## src/rtl/ad1xx_retire_trace_if.sv

```systemverilog
`default_nettype none
// ============================================================================
//  Module   : ad1xx_retire_trace_if
//  Purpose  : Bundle of retire-capture, control and readout signals for the
//             ad1xx retire-trace buffer. The slave modport is the buffer's
//             view; the master modport is the core/debug/bench side.
//             Optional macro: AD1XX_TRACE_TIMESTAMP_EN adds rd_timestamp.
//  Revision : 1.0 - initial release
// ============================================================================
interface ad1xx_retire_trace_if #(
    parameter int XLEN       = 32,
    parameter int DEPTH      = 16,
    parameter int WATCH_REGS = 1,
    parameter int CNT_W      = $clog2(DEPTH) + 1
);
    logic                       retire_valid;
    logic [XLEN-1:0]            retire_pc;
    logic [31:0]                retire_inst;
    logic [WATCH_REGS*XLEN-1:0] watch_data;
    logic                       arm;
    logic [XLEN-1:0]            trigger_pc;
    logic [CNT_W-1:0]           post_count;
    logic                       rd_en;
    logic                       rd_valid;
    logic [XLEN-1:0]            rd_pc;
    logic [31:0]                rd_inst;
    logic [WATCH_REGS*XLEN-1:0] rd_watch;
    logic [CNT_W-1:0]           count;
    logic [1:0]                 state;
    logic                       wrapped;
`ifdef AD1XX_TRACE_TIMESTAMP_EN
    logic [31:0]                rd_timestamp;

    modport master (
        output retire_valid, retire_pc, retire_inst, watch_data,
        output arm, trigger_pc, post_count, rd_en,
        input  rd_valid, rd_pc, rd_inst, rd_watch, count, state, wrapped,
        input  rd_timestamp
    );
    modport slave (
        input  retire_valid, retire_pc, retire_inst, watch_data,
        input  arm, trigger_pc, post_count, rd_en,
        output rd_valid, rd_pc, rd_inst, rd_watch, count, state, wrapped,
        output rd_timestamp
    );
`else
    modport master (
        output retire_valid, retire_pc, retire_inst, watch_data,
        output arm, trigger_pc, post_count, rd_en,
        input  rd_valid, rd_pc, rd_inst, rd_watch, count, state, wrapped
    );
    modport slave (
        input  retire_valid, retire_pc, retire_inst, watch_data,
        input  arm, trigger_pc, post_count, rd_en,
        output rd_valid, rd_pc, rd_inst, rd_watch, count, state, wrapped
    );
`endif
endinterface
`default_nettype wire

```

## src/rtl/ad1xx_retire_trace.sv

```systemverilog
`default_nettype none
// ============================================================================
//  Module   : ad1xx_retire_trace
//  Purpose  : Circular capture of retired instructions (PC, instruction word,
//             selected register values) with PC-match trigger, clamped
//             post-trigger depth and oldest-first readout.
//             Optional macro: AD1XX_TRACE_TIMESTAMP_EN stores a free-running
//             32-bit cycle count per entry and returns it on rd_timestamp.
//  Revision : 1.0 - initial release
// ============================================================================
module ad1xx_retire_trace #(
    parameter int XLEN       = 32,
    parameter int DEPTH      = 16,
    parameter int WATCH_REGS = 1
) (
    input  wire logic               clk,
    input  wire logic               rst_n,
    ad1xx_retire_trace_if.slave     tr
);
    localparam int CNT_W = $clog2(DEPTH) + 1;
    localparam int PTR_W = $clog2(DEPTH);
    localparam int WW    = WATCH_REGS * XLEN;

    localparam logic [1:0] S_IDLE  = 2'd0;
    localparam logic [1:0] S_ARMED = 2'd1;
    localparam logic [1:0] S_POST  = 2'd2;
    localparam logic [1:0] S_DONE  = 2'd3;

    localparam logic [CNT_W-1:0] c_depth    = CNT_W'(DEPTH);
    localparam logic [CNT_W-1:0] c_max_post = CNT_W'(DEPTH - 1);

    logic [1:0]       state_q, state_d;
    logic [PTR_W-1:0] wr_ptr_q, rd_ptr_q;
    logic [CNT_W-1:0] count_q, remaining_q;
    logic             wrapped_q;
    logic             rd_valid_q;
    logic [XLEN-1:0]  rd_pc_q;
    logic [31:0]      rd_inst_q;
    logic [WW-1:0]    rd_watch_q;

    logic [XLEN-1:0]  mem_pc_q    [DEPTH];
    logic [31:0]      mem_inst_q  [DEPTH];
    logic [WW-1:0]    mem_watch_q [DEPTH];

    logic             w_cap;
    logic             w_pop;
    logic             w_trig_hit;
    logic [CNT_W-1:0] w_eff;

`ifdef AD1XX_TRACE_TIMESTAMP_EN
    logic [31:0] ts_q;
    logic [31:0] rd_ts_q;
    logic [31:0] mem_ts_q [DEPTH];
`endif

    // State register; arm handling lives in the next-state logic
    always_ff @(posedge clk or negedge rst_n) begin
        if (!rst_n) state_q <= S_IDLE;
        else        state_q <= state_d;
    end

    // Next state: arm overrides everything, trigger/post countdown otherwise
    always_comb begin
        state_d = state_q;
        if (tr.arm) begin
            state_d = S_ARMED;
        end else begin
            case (state_q)
                S_ARMED: if (w_trig_hit) state_d = (w_eff == '0) ? S_DONE : S_POST;
                S_POST:  if (tr.retire_valid && remaining_q == CNT_W'(1)) state_d = S_DONE;
                default: state_d = state_q;
            endcase
        end
    end

    // Output/control decode: capture and pop strobes, clamped post depth
    always_comb begin
        w_cap      = !tr.arm && tr.retire_valid && (state_q == S_ARMED || state_q == S_POST);
        w_trig_hit = !tr.arm && tr.retire_valid && (state_q == S_ARMED) &&
                     (tr.retire_pc == tr.trigger_pc);
        w_pop      = !tr.arm && tr.rd_en && (state_q == S_DONE) && (count_q != '0);
        w_eff      = (tr.post_count > c_max_post) ? c_max_post : tr.post_count;
    end

    // Pointers, occupancy, post-trigger countdown and readout registers
    always_ff @(posedge clk or negedge rst_n) begin
        if (!rst_n) begin
            wr_ptr_q    <= '0;
            rd_ptr_q    <= '0;
            count_q     <= '0;
            remaining_q <= '0;
            wrapped_q   <= 1'b0;
            rd_valid_q  <= 1'b0;
            rd_pc_q     <= '0;
            rd_inst_q   <= '0;
            rd_watch_q  <= '0;
        end else if (tr.arm) begin
            wr_ptr_q    <= '0;
            rd_ptr_q    <= '0;
            count_q     <= '0;
            remaining_q <= '0;
            wrapped_q   <= 1'b0;
            rd_valid_q  <= 1'b0;
        end else begin
            rd_valid_q <= w_pop;
            if (w_cap) begin
                wr_ptr_q <= wr_ptr_q + PTR_W'(1);
                // A full buffer drops its oldest entry to make room
                if (count_q == c_depth) begin
                    rd_ptr_q  <= rd_ptr_q + PTR_W'(1);
                    wrapped_q <= 1'b1;
                end else begin
                    count_q <= count_q + CNT_W'(1);
                end
                if (w_trig_hit)            remaining_q <= w_eff;
                else if (state_q == S_POST) remaining_q <= remaining_q - CNT_W'(1);
            end
            if (w_pop) begin
                rd_ptr_q   <= rd_ptr_q + PTR_W'(1);
                count_q    <= count_q - CNT_W'(1);
                rd_pc_q    <= mem_pc_q[rd_ptr_q];
                rd_inst_q  <= mem_inst_q[rd_ptr_q];
                rd_watch_q <= mem_watch_q[rd_ptr_q];
            end
        end
    end

    // Entry storage; contents are never visible while count is zero
    always_ff @(posedge clk) begin
        if (w_cap) begin
            mem_pc_q[wr_ptr_q]    <= tr.retire_pc;
            mem_inst_q[wr_ptr_q]  <= tr.retire_inst;
            mem_watch_q[wr_ptr_q] <= tr.watch_data;
        end
    end

`ifdef AD1XX_TRACE_TIMESTAMP_EN
    // Free-running cycle counter and the timestamp readout register
    always_ff @(posedge clk or negedge rst_n) begin
        if (!rst_n) begin
            ts_q    <= '0;
            rd_ts_q <= '0;
        end else begin
            ts_q <= ts_q + 32'd1;
            if (w_pop) rd_ts_q <= mem_ts_q[rd_ptr_q];
        end
    end

    // Timestamp storage alongside each entry
    always_ff @(posedge clk) begin
        if (w_cap) mem_ts_q[wr_ptr_q] <= ts_q;
    end

    assign tr.rd_timestamp = rd_ts_q;
`endif

    assign tr.rd_valid = rd_valid_q;
    assign tr.rd_pc    = rd_pc_q;
    assign tr.rd_inst  = rd_inst_q;
    assign tr.rd_watch = rd_watch_q;
    assign tr.count    = count_q;
    assign tr.state    = state_q;
    assign tr.wrapped  = wrapped_q;

endmodule
`default_nettype wire
```

## src/flat_wrapper.sv

```systemverilog
// flat-port wrapper written by rule: the top's interface ports become plain ports
module ad1xx_retire_trace_flat 
#(
    parameter int XLEN       = 32,
    parameter int DEPTH      = 16,
    parameter int WATCH_REGS = 1
)
  (clk, rst_n, tr_retire_valid, tr_retire_pc, tr_retire_inst, tr_watch_data, tr_arm, tr_trigger_pc, tr_post_count, tr_rd_en, tr_rd_valid, tr_rd_pc, tr_rd_inst, tr_rd_watch, tr_count, tr_state, tr_wrapped);
  ad1xx_retire_trace_if #(.XLEN(XLEN), .DEPTH(DEPTH), .WATCH_REGS(WATCH_REGS)) tr_i ();
  input  wire logic clk;
  input  wire logic rst_n;
  input wire logic [$bits(tr_i.retire_valid)-1:0] tr_retire_valid;
  input wire logic [$bits(tr_i.retire_pc)-1:0] tr_retire_pc;
  input wire logic [$bits(tr_i.retire_inst)-1:0] tr_retire_inst;
  input wire logic [$bits(tr_i.watch_data)-1:0] tr_watch_data;
  input wire logic [$bits(tr_i.arm)-1:0] tr_arm;
  input wire logic [$bits(tr_i.trigger_pc)-1:0] tr_trigger_pc;
  input wire logic [$bits(tr_i.post_count)-1:0] tr_post_count;
  input wire logic [$bits(tr_i.rd_en)-1:0] tr_rd_en;
  output wire logic [$bits(tr_i.rd_valid)-1:0] tr_rd_valid;
  output wire logic [$bits(tr_i.rd_pc)-1:0] tr_rd_pc;
  output wire logic [$bits(tr_i.rd_inst)-1:0] tr_rd_inst;
  output wire logic [$bits(tr_i.rd_watch)-1:0] tr_rd_watch;
  output wire logic [$bits(tr_i.count)-1:0] tr_count;
  output wire logic [$bits(tr_i.state)-1:0] tr_state;
  output wire logic [$bits(tr_i.wrapped)-1:0] tr_wrapped;
  assign tr_i.retire_valid = tr_retire_valid;
  assign tr_i.retire_pc = tr_retire_pc;
  assign tr_i.retire_inst = tr_retire_inst;
  assign tr_i.watch_data = tr_watch_data;
  assign tr_i.arm = tr_arm;
  assign tr_i.trigger_pc = tr_trigger_pc;
  assign tr_i.post_count = tr_post_count;
  assign tr_i.rd_en = tr_rd_en;
  assign tr_rd_valid = tr_i.rd_valid;
  assign tr_rd_pc = tr_i.rd_pc;
  assign tr_rd_inst = tr_i.rd_inst;
  assign tr_rd_watch = tr_i.rd_watch;
  assign tr_count = tr_i.count;
  assign tr_state = tr_i.state;
  assign tr_wrapped = tr_i.wrapped;
  ad1xx_retire_trace #(.XLEN(XLEN), .DEPTH(DEPTH), .WATCH_REGS(WATCH_REGS)) u_core (.clk(clk), .rst_n(rst_n), .tr(tr_i));
endmodule
```

## config.mk

```make
export PLATFORM = sky130hd
export DESIGN_NAME = ad1xx_retire_trace_flat
export DESIGN_NICKNAME = d
export VERILOG_FILES = /design/src/rtl/ad1xx_retire_trace_if.sv /design/src/rtl/ad1xx_retire_trace.sv /design/src/flat_wrapper.sv
export SDC_FILE = /design/constraint.sdc
export NUM_CORES = 2
export LEC_CHECK = 0
export ABC_AREA = 1
export BUFFER_PORTS_ARGS = -buffer_cell sky130_fd_sc_hd__buf_2
export CAP_MARGIN = 10
export CORE_MARGIN = 3
export CORE_UTILIZATION = 64
export DETAILED_ROUTE_END_ITERATION = 10
export PLACE_DENSITY = 0.83
export SLEW_MARGIN = 20
export SYNTH_ARGS = -nofsm -noshare
export SYNTH_HDL_FRONTEND = slang
export SYNTH_SLANG_ARGS = --single-unit
export TNS_END_PERCENT = 5
```

## constraint.sdc

```tcl
create_clock -name clk -period 13 [get_ports clk]
set_input_delay 1.3 -clock clk [delete_from_list [all_inputs] [get_ports clk]]
set_output_delay 1.3 -clock clk [all_outputs]
set_load 0.01 [all_outputs]
```

==> metrics <==
portion of total power attributed to the clock network=34.7%; outcome=finished, final reports clean; Setup CP Type=reg2reg; combinational power share=15.5%; Post-synth EDFFs=between 1,500 and 2,000; number of core rows=approximately 120; number of hold violations in the final report=0; number of max-cap violations=0; TritonCTS clock tree=done; startpoint of the tightest hold check path=u_core.tr.wrapped; antenna violations before repair=18; setup violators final=0; CP max FO=115; post-synthesis instance total=4,694; vias post-DR=42,500; vias per inst=roughly 6.8; number of remaining DRC errors=0; post-route cell area=71,400 um2; Core ar.=between 90,000 and 100,000 um2; DP HPWL=83.0 mm; fraction of power spent switching nets=about 28%; number of global-route vias before repair=~42,000; number of nets with antenna violations after routing=0; synthesized area per cell=~14 um2; static leakage=23.6 nW; maximum clock path buffer count=3; post-cts sizing count=0; first-pass GRT wire length=249 mm; clock insertion delay at the later pin of the skew report=0.76 ns; drt pass-1 iters=6; critical path required time=13.67 ns; setup repair after global routing missed its margin=false; Die Area=about 100,000 um2; post-synthesis sequential area ratio=approximately three quarters; Seq pwr share=49.8%; total internal power=9.21 mW; syn_nets=4,844; largest net degree at the start of global routing=273; initial drt markers=6,541; Port-buffer cells=242; leading post-synthesis cells by cell area=edfxtp_1 72%, o21ai_0 5.8%, nor2_1 5.5%; minimum period implied by the final worst setup slack=between 4 and 5 ns; final-report max-slew violation count=0; post-CTS setup buffer count=0; Primary FF master, synth=edfxtp_1; worst-case vdd ir drop=roughly 120 uV; count of boundary I/O pins=243; count of cells along the worst register-to-register path=7; height of the chip=between 300 and 400 um; skew final=0.0193 ns; CP Capture Type=register; TritonCTS Buffers=158; cell area after technology mapping=64,400 um2; starting utilization of the core area=between 60% and 70%; Routed WL=167 mm; GR Util All Layers=31.8%; count of cells along the worst hold path=2; post-detailed-route wirelength per cell=~27 um; Synthesis Warnings=0; Yosys reg bits=1,654; overall overflow remaining after global route=0; final setup TNS=0 ns; count of cell types in the netlist=38; root buffer cell=clkbuf_16; number of nets in the final layout=4,970; Placer Congestion=0.855; sort of element at the start of the critical path=register; commonest non-fill, non-tap cell in the layout=edfxtp_1; count of hold-fix buffers inserted at cts=0; Critical R2R Capture=u_core.tr.rd_pc[9]; number of H-tree levels=4; sw power=3.58 mW; Sink Count=roughly 1,700; placed cell area=roughly 66,000 um2; worst slew margin relative to its limit=19.4%; Max Clock Freq=0.221 GHz; share of synthesized flip-flops with an asynchronous set or reset=7.13%; proportion of layout cells with a drive suffix above 1=roughly 11%; period utilisation layout=about a third; hold-critical path endpoint=u_core.tr.wrapped; Worst R2R Setup Slack=8.47 ns; slew of the pin with the lowest slew margin=between 1 and 1.5 ns; area growth from synthesis to layout=10.9%; commonest cells after routing, fill and taps aside=1,536 x edfxtp_1, 920 x nor2_1, 748 x o21ai_0; top-area cell type share of the netlist area=71.6%; reg-to-reg startpoint=u_core.rd_ptr_q[1]; register clock-pin slew on the reported worst setup and hold paths=0.06 ns; horizontal die dimension=around 320 um; cell type with the largest total area after synthesis=edfxtp_1; worst min-delay path class=reg2reg; Power Density=179 nW/um2; Arr. time, crit path=5.20 ns
[how the worst max path moves through the flow]
stage                       startpoint                  endpoint  slack, ns  cells past startpoint
finish              u_core.rd_ptr_q[1]        u_core.tr.rd_pc[9]       8.47                      7
detailed placement              tr_arm  u_core.mem_inst_q[4][24]       8.08                      6
floorplan                       tr_arm  u_core.mem_inst_q[11][0]       6.53                      4
CTS                 u_core.rd_ptr_q[1]        u_core.tr.rd_pc[9]       8.71                      7
global route        u_core.rd_ptr_q[1]        u_core.tr.rd_pc[0]       8.44                      7
global placement                tr_arm    u_core.mem_pc_q[5][17]       8.19                      6
[synthesized netlist by cell type (3+ instances only)]
cell,number
nand4_1,6
inv_1,82
inv_2,3
buf_1,6
o211ai_1,62
buf_6,6
a21oi_1,8
o21ai_1,36
clkbuf_2,10
clkbuf_1,200
o21ai_0,748
edfxtp_1,1536
buf_2,104
a31oi_1,96
o21bai_1,3
buf_4,15
o22ai_1,63
o221ai_1,322
nor2_1,936
dfrtp_1,118
nor3_1,3
ha_1,12
nand2_1,145
nand3_1,152
xor2_1,6
[through the flow]
step | hold slack [ns] | util [%] | cells | total power, mW | worst slack (ns)
finish | 0.531 | 72.0 | 6258 | 12.8 | 8.47
global route | 0.567 | 72.0 | 6252 | 13.2 | 8.44
CTS | 0.533 | 71.9 | 6240 | 12.8 | 8.71
detailed placement | 0.522 | 66.9 | 5945 | 8.40 | 8.08
global placement | 0.499 | 66.9 | 5945 | 8.30 | 8.19
floorplan | 0.476 | - | 4694 | 7.64 | 6.53
[per-layer routing]
layer	track usage (%)	share of wire (%)	wire, um	vias to the layer above
li1	-	-	-	18100
met5	0	0.0054	9	-
met2	50.7	48	80800	3107
met3	6.21	11	18900	499
met4	14.8	4.1	6930	2
met1	43.1	36	60700	20900
[state kept, by name, summed over array words and instances, names as in the netlist]
signal and flops:
u_core.mem_inst_q 512, u_core.mem_pc_q 512, u_core.mem_watch_q 512, u_core.tr.rd_inst 32
u_core.tr.rd_pc 32, u_core.tr.rd_watch 32, u_core.remaining_q 5, u_core.tr.count 5
u_core.rd_ptr_q 4, u_core.wr_ptr_q 4, u_core.tr.state 2, u_core.tr.rd_valid 1
u_core.tr.wrapped 1
[critical path, cell delays in order, from the launching register on]
cell and delay (ns):
dfrtp_4 0.77, inv_8 0.60, buf_4 0.79, buf_4 0.95, o21ai_0 0.35, o221ai_1 0.34, o211ai_1 0.17, a31oi_1 0.18
[power by group through the flow]
stage / Sequential, mW / Combinational (mW) / Clock, mW
2_1_floorplan: 6.44 / 1.19 / 0
3_3_place_gp: 6.47 / 1.83 / 0
3_5_place_dp: 6.47 / 1.93 / 0
4_1_cts: 6.37 / 1.96 / 4.44
5_1_grt: 6.39 / 2.17 / 4.66
6_report: 6.37 / 1.98 / 4.43
[area by class of cell]
cell class                      instances  area (um2)
Antenna cell                           16        40.0
Clock buffer                          228        4440
Clock inverter                         67         543
Fill cell                            5815       27700
Inverter                               88         374
Multi-Input combinational cell       2611       13600
Sequential cell                      1654       49100
Tap cell                             1287        1610
Timing Repair Buffer                  307        1750
[logic make-up after synthesis]
group           after synthesis  synth area share [%]
compound gates             1339                  12.9
xor+xnor                      8                 0.109
fa+ha+maj                    12                 0.233
buf+inv                     429                  2.89
flops                      1654                  76.2
simple gates               1252                  7.70
Power figures use the tool's default switching activity.
